$ cat src/rtl/display_scan_ctrl_if.sv
// Bus between the calculator core and display_scan_ctrl: load request in,
// scanned digit/anode drive and conversion status out.
interface display_scan_ctrl_if;
  logic [7:0] Value;
  logic       Load;
  logic [3:0] BCD;
  logic [3:0] Anode;
  logic       Busy;
  logic       Done;

  modport master (output Value, Load, input BCD, Anode, Busy, Done);
  modport slave  (input Value, Load, output BCD, Anode, Busy, Done);
endinterface

$ cat src/rtl/display_scan_ctrl.sv
// 8-bit binary to 3-digit BCD (sequential shift-and-add-3) feeding a multiplexed
// common-anode scan. Define LEADING_ZERO_BLANK_EN to darken leading-zero digits.
module display_scan_ctrl #(
  parameter int REFRESH_DIV = 100000
) (
  input logic                clk,
  input logic                rst_n,
  display_scan_ctrl_if.slave bus
);
  localparam int              RC_W    = (REFRESH_DIV > 2) ? $clog2(REFRESH_DIV) : 1;
  localparam logic [RC_W-1:0] RC_LAST = RC_W'(REFRESH_DIV - 1);

  typedef enum logic {IDLE, SHIFT} state_t;

  state_t          state, state_nxt;
  logic [7:0]      sr;
  logic [11:0]     acc;
  logic [11:0]     acc_adj;
  logic [11:0]     acc_fin;
  logic [2:0]      iter;
  logic            pend;
  logic [7:0]      pend_val;
  logic [3:0]      hund, tens, ones;
  logic            done_r;
  logic            busy;
  logic            last_iter;
  logic            load_now;
  logic [7:0]      load_src;
  logic [RC_W-1:0] rc;
  logic [1:0]      idx;
  logic [3:0]      dig_sel, an_sel;
  logic [3:0]      bcd_q, anode_q;

  function automatic logic [3:0] add3(input logic [3:0] d);
    return (d >= 4'd5) ? d + 4'd3 : d;
  endfunction

  assign acc_adj   = {add3(acc[11:8]), add3(acc[7:4]), add3(acc[3:0])};
  assign acc_fin   = {acc_adj[10:0], sr[7]};
  assign last_iter = (state == SHIFT) && (iter == 3'd7);
  // A load arriving on the completion edge is newer than any stored pending value.
  assign load_now  = ((state == IDLE) && bus.Load) || (last_iter && (bus.Load || pend));
  assign load_src  = bus.Load ? bus.Value : pend_val;

  always_ff @(posedge clk or negedge rst_n) begin
    if (!rst_n) state <= IDLE;
    else        state <= state_nxt;
  end

  always_comb begin
    state_nxt = state;
    case (state)
      IDLE:    if (bus.Load) state_nxt = SHIFT;
      SHIFT:   if (last_iter) state_nxt = (bus.Load || pend) ? SHIFT : IDLE;
      default: state_nxt = IDLE;
    endcase
  end

  always_comb begin
    busy = 1'b0;
    if (state == SHIFT) busy = 1'b1;
    busy = busy | done_r;
  end

  always_ff @(posedge clk) begin
    if (load_now) begin
      sr  <= load_src;
      acc <= '0;
    end else if (state == SHIFT) begin
      {acc, sr} <= {acc_adj, sr} << 1;
    end
    if ((state == SHIFT) && bus.Load) pend_val <= bus.Value;
  end

  always_ff @(posedge clk or negedge rst_n) begin
    if (!rst_n) begin
      iter   <= '0;
      pend   <= 1'b0;
      hund   <= '0;
      tens   <= '0;
      ones   <= '0;
      done_r <= 1'b0;
    end else begin
      done_r <= last_iter;
      if (load_now)            iter <= '0;
      else if (state == SHIFT) iter <= iter + 3'd1;
      if (last_iter) begin
        {hund, tens, ones} <= acc_fin;
        pend               <= 1'b0;
      end else if ((state == SHIFT) && bus.Load) begin
        pend <= 1'b1;
      end
    end
  end

  always_comb begin
    dig_sel = ones;
    an_sel  = 4'b1111;
    case (idx)
      2'd0:    begin dig_sel = ones; an_sel = 4'b1110; end
      2'd1:    begin dig_sel = tens; an_sel = 4'b1101; end
      2'd2:    begin dig_sel = hund; an_sel = 4'b1011; end
      default: ;
    endcase
`ifdef LEADING_ZERO_BLANK_EN
    if ((idx == 2'd2) && (hund == 4'd0))                     an_sel = 4'b1111;
    if ((idx == 2'd1) && (hund == 4'd0) && (tens == 4'd0))   an_sel = 4'b1111;
`endif
  end

  // Digit and anode are both registered from idx so they switch on the same edge.
  always_ff @(posedge clk or negedge rst_n) begin
    if (!rst_n) begin
      rc      <= '0;
      idx     <= '0;
      bcd_q   <= '0;
      anode_q <= 4'b1111;
    end else begin
      if (rc == RC_LAST) begin
        rc  <= '0;
        idx <= (idx == 2'd2) ? 2'd0 : idx + 2'd1;
      end else begin
        rc <= rc + 1'b1;
      end
      bcd_q   <= dig_sel;
      anode_q <= an_sel;
    end
  end

  assign bus.BCD   = bcd_q;
  assign bus.Anode = anode_q;
  assign bus.Busy  = busy;
  assign bus.Done  = done_r;
endmodule

$ cat src/flat_wrapper.sv
// flat-port wrapper written by rule: the top's interface ports become plain ports
module display_scan_ctrl_flat 
#(
  parameter int REFRESH_DIV = 100000
)
  (clk, rst_n, bus_Value, bus_Load, bus_BCD, bus_Anode, bus_Busy, bus_Done);
  display_scan_ctrl_if bus_i ();
  input logic clk;
  input logic rst_n;
  input wire logic [$bits(bus_i.Value)-1:0] bus_Value;
  input wire logic [$bits(bus_i.Load)-1:0] bus_Load;
  output wire logic [$bits(bus_i.BCD)-1:0] bus_BCD;
  output wire logic [$bits(bus_i.Anode)-1:0] bus_Anode;
  output wire logic [$bits(bus_i.Busy)-1:0] bus_Busy;
  output wire logic [$bits(bus_i.Done)-1:0] bus_Done;
  assign bus_i.Value = bus_Value;
  assign bus_i.Load = bus_Load;
  assign bus_BCD = bus_i.BCD;
  assign bus_Anode = bus_i.Anode;
  assign bus_Busy = bus_i.Busy;
  assign bus_Done = bus_i.Done;
  display_scan_ctrl #(.REFRESH_DIV(REFRESH_DIV)) u_core (.clk(clk), .rst_n(rst_n), .bus(bus_i));
endmodule
$ cat config.mk
export PLATFORM = sky130hd
export DESIGN_NAME = display_scan_ctrl_flat
export DESIGN_NICKNAME = d
export VERILOG_FILES = /design/src/rtl/display_scan_ctrl_if.sv /design/src/rtl/display_scan_ctrl.sv /design/src/flat_wrapper.sv
export SDC_FILE = /design/constraint.sdc
export NUM_CORES = 1
export LEC_CHECK = 0
export ABC_CLOCK_PERIOD_IN_PS = 2000
export CORE_MARGIN = 1
export CORE_UTILIZATION = 54
export CTS_BUF_LIST = sky130_fd_sc_hd__clkbuf_4
export CTS_CLUSTER_SIZE = 8
export DETAILED_ROUTE_END_ITERATION = 12
export PLACE_DENSITY = 0.82
export REMOVE_ABC_BUFFERS = 1
export SYNTH_ARGS = -nofsm -noshare
export SYNTH_HDL_FRONTEND = slang
export SYNTH_SLANG_ARGS = --single-unit
$ cat constraint.sdc
create_clock -name clk -period 2 [get_ports clk]
set_input_delay 0.2 -clock clk [delete_from_list [all_inputs] [get_ports clk]]
set_output_delay 0.2 -clock clk [all_outputs]
set_load 0.05 [all_outputs]
# Yosys cells after proc, flatten, opt, wreduce, memory -nomap -nowiden
# Index checks and enable logic that the tools add are counted.
# word_totals
register_bits	73
word_cells	57
input_bits	11
output_inout_bits	10
# classes
mux	19
magnitude_cmp	3
bitwise_logic	2
addsub	6
n_reduce_logical	9
eq_ne	4
# op_table
operator	n
$mux 8	3
$add 17x1->17 const B	1
$eq 17x17->1 const B	1
$mux 17	1
$ge 4x3->1 const B	3
$mux 3	3
$pmux 3 s3	1
$add 4x2->4 const B	2
$mux 4	2
$pmux 4 s2	1
$mux 1	6
$logic_and 1x1->1	4
$reduce_bool 2->1	2
$add 3x1->3 const B	1
$add 3x2->3 const B	1
$eq 3x3->1 const B	1
$add 2x1->2 const B	1
$eq 2x1->1 const B	1
$eq 2x2->1 const B	1
$logic_not 2->1	1
$logic_or 1x1->1	2
$mux 2	1
$pmux 1 s2	1
$not 1->1	1
$or 1x1->1	1

# Depth between registers and ports, before layout
# Gate-level depths: netlist of run 1.
# logic_depth
word_depth	5
depth_mapped	7
mapped_depth_nobuf	6

# Worst setup path after synthesis of run 1
# Ideal clock, no wire load.
# synth_timing
kind	flip-flop to flip-flop
startpoint	reg u_core.rc[0]
endpoint	reg u_core.idx[0]
synth_period_minus_slack_ns	1.632
arrival_ns	1.507
path_buffers	2
path_stages_with_launch	7
path_slack_ns	0.368
required_time_ns	1.875
setup_ns	0.125
cell_sequence	dfrtp_1 ha_1 and4_1 buf_6 and4_4 buf_6 mux2_4
# synth_between
elab_chain_len	1
# synth_rtl
item	line_no	rtl
start: declaration	display_scan_ctrl.sv:29	logic [RC_W-1:0] rc;
start signal: assignment	display_scan_ctrl.sv:123	rc <= rc + 1'b1;
$eq 17x17->1	display_scan_ctrl.sv:119	if (rc == RC_LAST) begin
end signal: assignment	display_scan_ctrl.sv:121	idx <= (idx == 2'd2) ? 2'd0 : idx + 2'd1;
end: declaration	display_scan_ctrl.sv:30	logic [1:0] idx;
# Every way passes these cells.
# A chain may end at the register's enable or synchronous reset.

# Worst setup path after layout of run 1
# layout_timing
startpoint	reg u_core.anode_q[0] (netlist: u_core.bus.Anode[0])
endpoint	out bus_Anode[0]
# layout_lines
item	line_no	rtl
start: declaration	display_scan_ctrl.sv:32	logic [3:0] bcd_q, anode_q;
start signal: assignment	display_scan_ctrl.sv:126	anode_q <= an_sel;
end: declaration	flat_wrapper.sv:13	output wire logic [$bits(bus_i.Anode)-1:0] bus_Anode;
# No word-level cell between the ends.

==> summary by stage, run 1 <==
Critical path
The critical setup path kind is reg2out. The kind of start point of the critical path is a register. The slowest stage of the critical path is the sky130_fd_sc_hd__clkdlybuf4s50_1 cell. The critical path endpoint category is a primary output. The arrival time at the worst endpoint is 1.72 ns. Traced cell by cell, the critical path runs through clkdlybuf4s50_1.

The top fanout value on the critical path is 1. At the worst endpoint, the required time is 1.80 ns. Among cell families on the critical path, the largest total delay comes from buffers and inverters. The number of buffers and inverters on the critical path is 1. The largest single stage delay on the critical path is 0.79 ns.

Min path
The path class of the lowest-slack min-delay path is in2async.

Floorplanning
The floorplan step defined a core boundary enclosing 5640 µm². The floorplan die height is 79.2 µm. The cell row count is 27.

The top-level I/O count is 21. The die covers 6270 µm². Once the floorplan was initialized, standard cells occupied 57.1% of the core. The die width is 79.2 µm.

Power and ir drop
In this run the static leakage power is 1.55 nW. The maximum ir drop on the vdd rail is 0.647 mV. Power spread over the standard cell area amounts to 1260 nW/µm².

Clock tree
The CTS clock-pin slew for the worst setup and hold paths is 0.11 ns. The clock passes through at most 2 buffers. In this run the number of H-tree levels came out at 3.

The number of clock sinks seen by CTS is 72. The number of clock buffers inserted by TritonCTS is 9. After clock tree synthesis, the setup repair step added 0 buffers. The CTS tree is done. The cell at the root of the clock tree is sky130_fd_sc_hd__clkbuf_4.

The clock network latency to the later pin of the worst-skew pair is 0.40 ns.

Timing
The total negative slack for setup checks is 0 ns. In the finished design, the share of the clock period the worst path needs comes to 95.9%. The transition time at the pin with the least slew margin is 0.597 ns. The worst path needs 1.92 ns of the cycle, external delays included. The final count of hold timing violations is 0. The number of pins with negative max-slew slack in the final report came to 0. The normalized max-slew margin is 60.2%. Setup violations remaining at the end of the flow were counted as 0. The maximum clock frequency is 522 MHz.

On the final layout, the worst clock skew is 0.0160 ns. Setup repair after global routing left no endpoint under its margin.

Global route
The number of global-route vias before repair is 2219. Global routing used 20.3% of the available tracks across all layers. The number of antenna violations at the first check in global routing came to 0. Entering global routing, the biggest net connects 45 pins. For this run the aggregate overflow at the end of global routing stands at 0. The global-route wire length before repair is 9.71 mm.

Final layout
After routing the design area is 3570 µm². The net count of the finished layout is 333. Compared with the post-synthesis result, the final layout area differs by 11.0%. Once layout is complete, the cells apart from fillers number 385. The fraction of layout cells with a size suffix above 1 is 11.2%. Once layout is complete, the utilization of the core stands at 63.4%. The repair_antennas step left the layout with diodes totalling 0.

Yosys
Among all cell types in the netlist, the one instantiated most often is sky130_fd_sc_hd__dfrtp_1. The biggest area contributor in the post-synthesis netlist is sky130_fd_sc_hd__dfrtp_1. After technology mapping, the gate count stands at 284. The flip-flop and latch count after synthesis is 72. By area the synthesized netlist is led by sky130_fd_sc_hd__dfrtp_1 (32%), sky130_fd_sc_hd__edfxtp_1 (15%), sky130_fd_sc_hd__dfxtp_1 (7.5%).

During synthesis, Yosys emitted a total of 0 warnings. The proportion of netlist area held by the largest area contributor is 31.9%. By count the netlist is led by sky130_fd_sc_hd__dfrtp_1 (41), sky130_fd_sc_hd__nand2_1 (21), sky130_fd_sc_hd__a21oi_1 (20), sky130_fd_sc_hd__nor2_1 (20), sky130_fd_sc_hd__o21ai_0 (18). The synthesized netlist occupies a cell area of 3220 µm². The average instance in the mapped netlist occupies 11.3 µm². After synthesis, the share of flip-flops with an asynchronous set or reset is 61.1%.

The fraction of the yosys area taken by sequential cells is 56.7%. The synthesized design contains 16 enable-type register cells. The most used flip-flop cell after synthesis is sky130_fd_sc_hd__dfrtp_1. After synthesis, the netlist uses 43 different library cells.

Routing
The iteration count of the initial detailed-routing pass is 4. In the routed design, unresolved DRC markers number 0. The detail-routed via count per cell is 5.49. The post-route antenna net violation count is 0. The detailed router finished its first iteration with 63 violations. The count of vias placed by the detailed router is 2114. The per-cell routed wire length is 14.6 µm.

The wire length after detailed routing is 5.63 mm.

Place
Once placement completed, the tool counted placed cells totaling 368. Routability-driven placement finished with a final weighted congestion of 0.823. The count of buffers added on input and output ports is 19. Once detailed placement completed, the half-perimeter wirelength came to 4.06 mm. The cell area after placement is 3460 µm².

Run
Across the run, the number of max-cap violations was 0.

Status
The run finished with clean final reports.
[power breakdown]
| group | internal [mW] | leakage [nW] | switching [mW] |
|---|---|---|---|
| clock network | 0.304 | 0.0669 | 0.459 |
| registers | 1.94 | 0.821 | 0.239 |
| logic | 0.671 | 0.662 | 0.904 |
| total | 2.92 | 1.55 | 1.60 |
[cells in the final DEF, fill, tap and decap left out, types with 12 or more instances in the layout]
| cell type | synthesis | layout |
|---|---|---|
| sky130_fd_sc_hd__inv_1 | 14 | 14 |
| sky130_fd_sc_hd__o21ai_0 | 18 | 18 |
| sky130_fd_sc_hd__clkbuf_4 | 0 | 13 |
| sky130_fd_sc_hd__dfxtp_1 | 12 | 12 |
| sky130_fd_sc_hd__ha_1 | 14 | 14 |
| sky130_fd_sc_hd__a21oi_1 | 20 | 20 |
| sky130_fd_sc_hd__nand2_1 | 21 | 21 |
| sky130_fd_sc_hd__edfxtp_1 | 16 | 16 |
| sky130_fd_sc_hd__nor2_1 | 20 | 20 |
| sky130_fd_sc_hd__dfrtp_1 | 41 | 41 |
| sky130_fd_sc_hd__clkdlybuf4s50_1 | 0 | 17 |
[path summary, 6_finish.rpt]
kind	start	to	slack, ns	cells after the start
worst min register to register	u_core.acc[9]$_SDFFE_PP0P_	u_core.acc[9]$_SDFFE_PP0P_	0.49	1
worst max register to register	u_core.acc[0]$_SDFFE_PP0P_	u_core.acc[2]$_SDFFE_PP0P_	0.33	6
min in group clk	bus_Value[3]	u_core.pend_val[3]$_DFFE_PP_	0.39	1
worst max-delay path	u_core.bus.Anode[0]$_DFF_PN1_	bus_Anode[0]	0.08	1
max in group asynchronous	rst_n	u_core.iter[1]$_DFFE_PN0P_	1.24	3
worst min-delay path	rst_n	u_core.rc[13]$_DFF_PN0_	0.39	3
[stage by stage]
stage	power [mW]	setup slack, ns	hold WS, ns
2_1_floorplan	3.31	0.380	-0.0956
3_3_place_gp	3.69	0.316	0.299
3_5_place_dp	3.79	0.237	0.301
6_report	4.52	0.0828	0.389
5_1_grt	4.86	0.0176	0.371
4_1_cts	4.54	0.0561	0.363
[timing repair]
action,CTS,global route
endpoints found under the hold margin,41,0
resized for setup,1,0
hold buffers,1,0
setup endpoints to repair,1,0
[routing by layer]
| metal | wire, µm | track usage (%) | up-vias | share of wire (%) |
|---|---|---|---|---|
| met5 | 0 | 0 | - | 0 |
| met4 | 136 | 10.9 | 0 | 2.4 |
| met3 | 235 | 4.25 | 17 | 4.2 |
| met2 | 2710 | 31.9 | 48 | 48 |
| met1 | 2540 | 26.3 | 1009 | 45 |
| li1 | - | - | 1040 | - |
[state kept, by name, summed over array words and instances (netlist names)]
| signal | count |
|---|---|
| u_core.pend | 1 |
| u_core.sr | 8 |
| u_core.hund | 4 |
| u_core.tens | 4 |
| u_core.bus.Anode | 3 |
| u_core.bus.BCD | 4 |
| u_core.rc | 17 |
| u_core.acc | 12 |
| u_core.state | 1 |
| u_core.idx | 2 |
| u_core.pend_val | 8 |
| u_core.ones | 4 |
| u_core.iter | 3 |
| u_core.bus.Done | 1 |
[final cells by class]
| cell class | count | area (µm²) |
|---|---|---|
| clock buffer | 13 | 97.6 |
| clock inverter | 3 | 12.5 |
| fill | 435 | 2070 |
| inverter | 14 | 52.6 |
| multi-input combinational | 186 | 1260 |
| sequential | 72 | 1830 |
| tap | 72 | 90.1 |
| timing repair buffer | 25 | 231 |
[kinds of logic (layout without fill, tap and decap cells)]
| logic type | count (synthesis) | count (layout) | synth area share [%] |
|---|---|---|---|
| AO/OA/AOI/OAI | 59 | 59 | 11.0 |
| XOR/XNOR | 16 | 16 | 4.35 |
| adder cells (fa/ha/maj) | 14 | 14 | 5.44 |
| buffers and inverters | 26 | 55 | 4.00 |
| flip-flops | 72 | 72 | 56.7 |
| multiplexers | 15 | 15 | 5.05 |
| other | 1 | 1 | 0.116 |
| AND/OR/NAND/NOR | 81 | 81 | 13.3 |
(Power assumes the default switching activity.)
==> run 2, diff against run 1 <==
Settings changed: CORE_MARGIN 1 to not set.
==> results of run 2 <==
Same layout as run 1: the final DEF is identical, and so are final timing and power.
